[src/rtl/tempo_scheduler.sv]
// rtl/tempo_scheduler.sv - beat/level/miss game scheduler driving an enable generator.
// Optional consecutive-miss level backoff is built when TEMPO_BACKOFF_EN is defined.
module tempo_scheduler #(
  parameter int BEATS_PER_LEVEL = 64,
  parameter int MISS_LIMIT      = 8
) (
  input  logic       clk,
  input  logic       reset,
  input  logic       start,
  input  logic       pause,
  input  logic       tick,
  input  logic       hit,
  input  logic       miss,
  output logic [9:0] speed,
  output logic       en_reset,
  output logic [2:0] level,
  output logic       running,
  output logic       paused,
  output logic       game_over,
  output logic       cleared,
  output logic       level_up,
  output logic       level_down
);

  typedef enum logic [1:0] {IDLE, RUN, PAUSE, DONE} state_t;

  localparam logic [7:0] BEAT_LAST = 8'(BEATS_PER_LEVEL - 1);
  localparam logic [7:0] MISS_LAST = 8'(MISS_LIMIT - 1);
  localparam logic [7:0] MISS_MAX  = 8'(MISS_LIMIT);

  state_t     state, state_nxt;
  logic [7:0] beat_cnt, beat_nxt;
  logic [7:0] miss_cnt, miss_nxt;
  logic [2:0] level_nxt;
  logic       game_over_nxt, cleared_nxt, level_up_nxt;
  logic       end_miss, end_clear;

`ifdef TEMPO_BACKOFF_EN
  logic [1:0] streak, streak_nxt;
  logic       level_down_r, level_down_nxt;
  assign level_down = level_down_r;
`else
  logic unused_hit;
  assign unused_hit = hit;
  assign level_down = 1'b0;
`endif

  function automatic logic [9:0] speed_of(input logic [2:0] lv);
    case (lv)
      3'd0:    speed_of = 10'd992;
      3'd1:    speed_of = 10'd960;
      3'd2:    speed_of = 10'd896;
      3'd3:    speed_of = 10'd768;
      default: speed_of = 10'd512;
    endcase
  endfunction

  always_comb begin
    state_nxt     = state;
    beat_nxt      = beat_cnt;
    miss_nxt      = miss_cnt;
    level_nxt     = level;
    game_over_nxt = game_over;
    cleared_nxt   = cleared;
    level_up_nxt  = 1'b0;
    end_miss      = 1'b0;
    end_clear     = 1'b0;
`ifdef TEMPO_BACKOFF_EN
    streak_nxt     = streak;
    level_down_nxt = 1'b0;
`endif
    case (state)
      IDLE: begin
        if (start) begin
          state_nxt     = RUN;
          beat_nxt      = 8'd0;
          miss_nxt      = 8'd0;
          level_nxt     = 3'd0;
          game_over_nxt = 1'b0;
          cleared_nxt   = 1'b0;
`ifdef TEMPO_BACKOFF_EN
          streak_nxt    = 2'd0;
`endif
        end
      end
      RUN: begin
        if (tick) begin
          if (beat_cnt == BEAT_LAST) begin
            beat_nxt = 8'd0;
            if (level < 3'd4) begin
              level_nxt    = level + 3'd1;
              level_up_nxt = 1'b1;
            end else begin
              end_clear = 1'b1;
            end
          end else begin
            beat_nxt = beat_cnt + 8'd1;
          end
        end
        // Miss wins over hit; the limit-reaching miss goes to DONE rather than backing off.
        if (miss) begin
          if (miss_cnt >= MISS_LAST) begin
            miss_nxt = MISS_MAX;
            end_miss = 1'b1;
          end else begin
            miss_nxt = miss_cnt + 8'd1;
`ifdef TEMPO_BACKOFF_EN
            if (streak == 2'd2) begin
              streak_nxt = 2'd0;
              if (level_nxt > 3'd0) begin
                level_nxt      = level_nxt - 3'd1;
                beat_nxt       = 8'd0;
                level_up_nxt   = 1'b0;
                level_down_nxt = 1'b1;
                end_clear      = 1'b0;
              end
            end else begin
              streak_nxt = streak + 2'd1;
            end
`endif
          end
        end
`ifdef TEMPO_BACKOFF_EN
        else if (hit) begin
          streak_nxt = 2'd0;
        end
`endif
        if (end_miss) begin
          state_nxt     = DONE;
          game_over_nxt = 1'b1;
        end else if (end_clear) begin
          state_nxt   = DONE;
          cleared_nxt = 1'b1;
        end else if (pause) begin
          state_nxt = PAUSE;
        end
      end
      PAUSE: begin
        if (!pause) state_nxt = RUN;
      end
      DONE: begin
        if (start) begin
          state_nxt     = IDLE;
          game_over_nxt = 1'b0;
          cleared_nxt   = 1'b0;
        end
      end
      default: state_nxt = IDLE;
    endcase
  end

  always_ff @(posedge clk or negedge reset) begin
    if (!reset) begin
      state     <= IDLE;
      beat_cnt  <= 8'd0;
      miss_cnt  <= 8'd0;
      level     <= 3'd0;
      speed     <= 10'd992;
      paused    <= 1'b0;
      game_over <= 1'b0;
      cleared   <= 1'b0;
      level_up  <= 1'b0;
`ifdef TEMPO_BACKOFF_EN
      streak       <= 2'd0;
      level_down_r <= 1'b0;
`endif
    end else begin
      state     <= state_nxt;
      beat_cnt  <= beat_nxt;
      miss_cnt  <= miss_nxt;
      level     <= level_nxt;
      speed     <= speed_of(level_nxt);
      paused    <= (state_nxt == PAUSE);
      game_over <= game_over_nxt;
      cleared   <= cleared_nxt;
      level_up  <= level_up_nxt;
`ifdef TEMPO_BACKOFF_EN
      streak       <= streak_nxt;
      level_down_r <= level_down_nxt;
`endif
    end
  end

  assign running  = (state == RUN);
  assign en_reset = (state != RUN);

endmodule
[config.mk]
export PLATFORM = sky130hd
export DESIGN_NAME = tempo_scheduler
export DESIGN_NICKNAME = d
export VERILOG_FILES = /design/src/rtl/tempo_scheduler.sv
export SDC_FILE = /design/constraint.sdc
export NUM_CORES = 1
export LEC_CHECK = 0
export ABC_AREA = 1
export CORE_AREA = 10 10 69 71
export CTS_CLUSTER_SIZE = 10
export DETAILED_ROUTE_END_ITERATION = 7
export DIE_AREA = 0 0 79 81
export GPL_ROUTABILITY_DRIVEN = 1
export PLACE_DENSITY = 0.73
export REMOVE_ABC_BUFFERS = 1
export SYNTH_ARGS = -nofsm -noshare
export SYNTH_HDL_FRONTEND = slang
export SYNTH_SLANG_ARGS = --single-unit
[constraint.sdc]
create_clock -name clk -period 1.61 [get_ports clk]
set_input_delay 0.322 -clock clk [delete_from_list [all_inputs] [get_ports clk]]
set_output_delay 0.322 -clock clk [all_outputs]
set_load 0.005 [all_outputs]
# == Yosys cells after proc, flatten, opt, wreduce, memory -nomap -nowiden ==
# Index checks and enable logic that the tools add are counted.
# word_totals
inputBits,7
regBits,35
elab_cells,76
# classes
reduce_logical,9
n_addsub,3
n_mux,37
n_eq_ne,16
magnitude_cmp,2
# op_table
operator,count
2-to-1 mux 8 bit,5
case mux 9 bit (4 select lines),1
case mux 8 bit (2 select lines),2
adder 8 x 1 -> 8 bit (second input constant),2
2-to-1 mux 1 bit,15
2-to-1 mux 2 bit,6
2-to-1 mux 3 bit,4
AND reduction 3 bit,3
equality test 8 x 6 -> 1 bit (second input constant),1
>= comparator 8 x 3 -> 1 bit (second input constant),1
inequality test 2 x 1 -> 1 bit (second input constant),4
inequality test 2 bit (second input constant),4
case mux 2 bit (4 select lines),1
equality test 2 bit (second input constant),3
equality test 3 x 2 -> 1 bit (second input constant),2
case mux 3 bit (2 select lines),1
case mux 1 bit (2 select lines),2
AND reduction 4 bit,1
nonzero test 2 bit,2
adder 3 x 1 -> 3 bit (second input constant),1
equality test 3 x 1 -> 1 bit (second input constant),1
zero test 3 bit,1
less-than comparator 3 bit (second input constant),1
equality test 2 x 1 -> 1 bit (second input constant),1
other kinds (2),2

# == Longest topological paths before layout ==
# logic_depth
ltp_word,9
ltp_mapped,11

# == Worst setup path before layout ==
# No wires, ideal clock.
# synth_timing
path_type,register to register
from,reg state[1]
to,reg beat_cnt[4]
arrival_time_ns,1.454
path_buffers,0
stages_incl_launch_ff,9
path_slack_ns,0.038
setup_time_ns,0.118
path_cell_list,dfrtp_1 inv_1 ha_1 inv_1 o21ai_2 inv_4 nand4_1 xor2_1 nor2_1
# synth_between
elab_chain_len,3
word_cells_on_any_way,7
classes_between,eq/ne (3); mux (1); reduce/logical (3)
# synth_lines
element,line_no,text
from (decl),31,"state_t state, state_nxt;"
from (signal assigned),168,state <= state_nxt;
equality test 2 x 1 -> 1 bit *,n/a,
net running,17,"output logic running,"
inequality test 2 bit (no source line) / nonzero test 2 bit (equally long branches),n/a,
AND reduction 3 bit (no source line),n/a,
to (signal assigned),169,beat_cnt <= beat_nxt;
to (decl),32,"logic [7:0] beat_cnt, beat_nxt;"
# The timed path passes the listed nets; every way through them passes the cells marked *.
# A chain may end at the register's enable or synchronous reset.

# == Final worst setup path ==
# layout_timing
from,reg state[0]
to,reg beat_cnt[6]
# layout_between
elab_chain_len,3
word_cells_on_any_way,7
classes_between,eq/ne (3); mux (1); reduce/logical (3)
# layout_lines
element,line_no,text
equality test 2 x 1 -> 1 bit / zero test 2 bit (equally long branches),72,case (state)
inequality test 2 bit (no source line) / nonzero test 2 bit (equally long branches),n/a,
AND reduction 3 bit (no source line),n/a,
# Several ways; a longest one is shown, not always the timed one.

==> flow_summary.json <==
{
  "cts_tree": "built",
  "final_cell_area_um2": 2110,
  "io_pins": 27,
  "crit_arrival_ns": 1.87,
  "dr_total_vias": 1339,
  "timing.final.crit_share": 1.02,
  "finalSetupViolCount": 2,
  "die_w_um": 79,
  "io_buffers": 18,
  "fin_nets": 254,
  "layout_commonest_cell": "nand2_1",
  "synth_area_leaders": "dfrtp_1 (41%), nand2_1 (10%), dfstp_2 (6.8%)",
  "synth_area_um2": 1540,
  "multi_input_area_um2": 721,
  "numClockSinks": 29,
  "die_h_um": 81,
  "crit_start": "state[0]",
  "ctsHoldBuffers": 0,
  "start_util": 0.436,
  "viasPerCell": 4.63,
  "run_status": "finished with violations",
  "postSynthCellCount": 187,
  "wirelength_um": 3370,
  "dieArea_um2": 6400,
  "p_per_area_nw_per_um2": 1570,
  "grt_overflow": 0,
  "clk_pin_slew_ns": 0.10,
  "worstSetupEndpointType": "flop",
  "placed_area_um2": 1890,
  "critPathTopFamily": "flip-flops",
  "drt_iter0_drc": 41,
  "critPathMaxFanout": 6,
  "synth-async-reset-ratio": 1.00,
  "critPathMaxStageDelay_ns": 0.43,
  "cts_root_buffer": "clkbuf_4",
  "post-dp-hpwl_um": 2370,
  "fin_crit_ns": 1.65,
  "holdCritPathClass": "primary input to asynchronous set/reset pin",
  "clk_latency_ns": 0.33,
  "yosysSeqAreaShare": 0.475,
  "grt_pass1_wl_um": 5750,
  "firstDrtPassIters": 4,
  "path_cells": "ha_4, buf_4, nor2_2, nor2_4, o21ai_4, inv_4, buf_4, a21oi_1, nor3b_2",
  "synth_flop_cell": "dfrtp_1",
  "final-seq-area_um2": 731,
  "n_antenna_cell": 0,
  "worst_setup_path_start_kind": "flop",
  "power.leakage_uw": 0.00104,
  "layout_setup_ws_ns": -0.0396,
  "placed_cells": 269,
  "critPathSlowestCell": "dfrtp_1",
  "max_freq_mhz": 606,
  "drtAntennaViolNets": 0,
  "reg2reg_from": "state[0]",
  "vdd_drop_max_v": 0.00106,
  "critPathKind": "flop to flop",
  "yosys_warnings": 0,
  "drv_slew": 0,
  "ys_ff_latch": 29,
  "row_count": 22,
  "synth.distinct_cells": 32,
  "required_ns": 1.83,
  "synth-edff-count": 0,
  "clock_skew_ns": 0.00516,
  "rsz0062_at_grt": "true",
  "gp_congestion": 0.825,
  "route.detailed.drc": 0,
  "final_cell_mix": "nand2_1 (39), buf_4 (27), dfrtp_1 (25)",
  "grt_max_degree": 30,
  "path_buf_inv": 3,
  "grt_usage": 0.113,
  "coreArea_um2": 3520,
  "path_common_cell": "buf_4",
  "avgSynthCellArea_um2": 8.22,
  "drv_cap": 0,
  "clockBufferDepth": 2,
  "wl_per_cell_um": 11.7,
  "timing.setup.tns_ns": -0.0414,
  "h-tree-depth": 2,
  "stdcell_count": 289,
  "drive_above_1_share": 0.295,
  "antenna_found_initial": 0,
  "violations": "setup timing",
  "final_hold_viol_count": 0,
  "whs_ns": 0.344,
  "grt_pass1_vias": 1348,
  "syn_to_final_growth_pct": 37.1,
  "cts_buffers": 5,
  "fill_cells": 331,
  "yosys.area.top_type": "dfrtp_1",
  "synth_top_area_share": 0.407
}
[synth_stat cells (2+ instances only)]
library cell  count
xor2_1            2
nand3_1           7
nand2_1          41
ha_1              7
inv_1            27
buf_4             7
a21oi_1          12
nor2_1           19
o21ai_2           2
o21ai_1           2
nand4_1           3
dfstp_2           4
dfrtp_1          25
o21ai_0           8
conb_1            2
nor2_2            3
[power by group]
| group | leakage [uW] | internal [uW] | total [uW] | switching [uW] |
|---|---|---|---|---|
| sequential | 0.000381 | 872 | 959 | 86.4 |
| combinational | 0.000625 | 985 | 1920 | 932 |
| clock | 0.0000310 | 164 | 431 | 267 |
| total | 0.00104 | 2020 | 3310 | 1280 |
[state kept, by name, indices dropped and copies added, names as in the netlist]
name and count:
miss_cnt 8, cleared 1, game_over 1, beat_cnt 8, paused 1, level 3
speed 4, state 2, level_up 1
[metrics by stage]
stage	util	total power (uW)	setup WS (ns)
floorplan	-	1750	-0.197
global placement	0.538	2480	-0.0529
detailed placement	0.538	2510	-0.0843
CTS	0.577	3180	-0.0187
global route	0.598	3590	-0.126
finish	0.598	3310	-0.0396
[worst reg2reg max path: stages (launching register included)]
cell and delay [ns]:
dfrtp_1 0.43, ha_4 0.20, buf_4 0.14, nor2_2 0.15, nor2_4 0.08, o21ai_4 0.10
inv_4 0.07, buf_4 0.14, a21oi_1 0.15, nor3b_2 0.07
[logic make-up (layout without fill, tap and decap cells)]
group / Yosys count / in the layout / synth area share
flip-flops: 29 / 29 / 0.475
AND/OR/NAND/NOR: 79 / 79 / 0.224
AO/OA/AOI/OAI: 30 / 30 / 0.116
other: 2 / 7 / 0.00488
adder cells (fa/ha/maj): 7 / 7 / 0.0570
buffers and inverters: 38 / 87 / 0.112
XOR/XNOR: 2 / 2 / 0.0114
[cell type report]
class                           count  area share
Multi-Input combinational cell    125       0.342
Tap cell                           48      0.0285
Inverter                           30      0.0570
Timing Repair Buffer               49       0.200
Clock buffer                        5      0.0178
Clock inverter                      3     0.00831
Sequential cell                    29       0.347
[final timing paths]
kind | to | slack (ns) | cells past startpoint
min in group clk | beat_cnt[7] | 0.48 | 1
max in group asynchronous | speed[7] | 1.03 | 2
worst min register to register | beat_cnt[7] | 0.48 | 1
worst max-delay path | beat_cnt[6] | -0.04 | 9
worst max register to register | beat_cnt[6] | -0.04 | 9
worst min-delay path | state[1] | 0.34 | 2
[metal layers]
layer / wire (um) / vias up / GRT usage
met3: 169 / 6 / 0.0442
met2: 1670 / 22 / 0.192
met5: 0 / - / 0
met4: 73 / 0 / 0.0591
met1: 1460 / 626 / 0.120
li1: - / 685 / -
[repair_timing]
action / 4_1_cts / 5_1_grt
endpoints found under the setup margin: 15 / 28
resized for setup: 24 / 14
pin swaps: 3 / 5
buffers inserted: 6 / 6
Note: power is estimated with default switching activity, not from simulation.
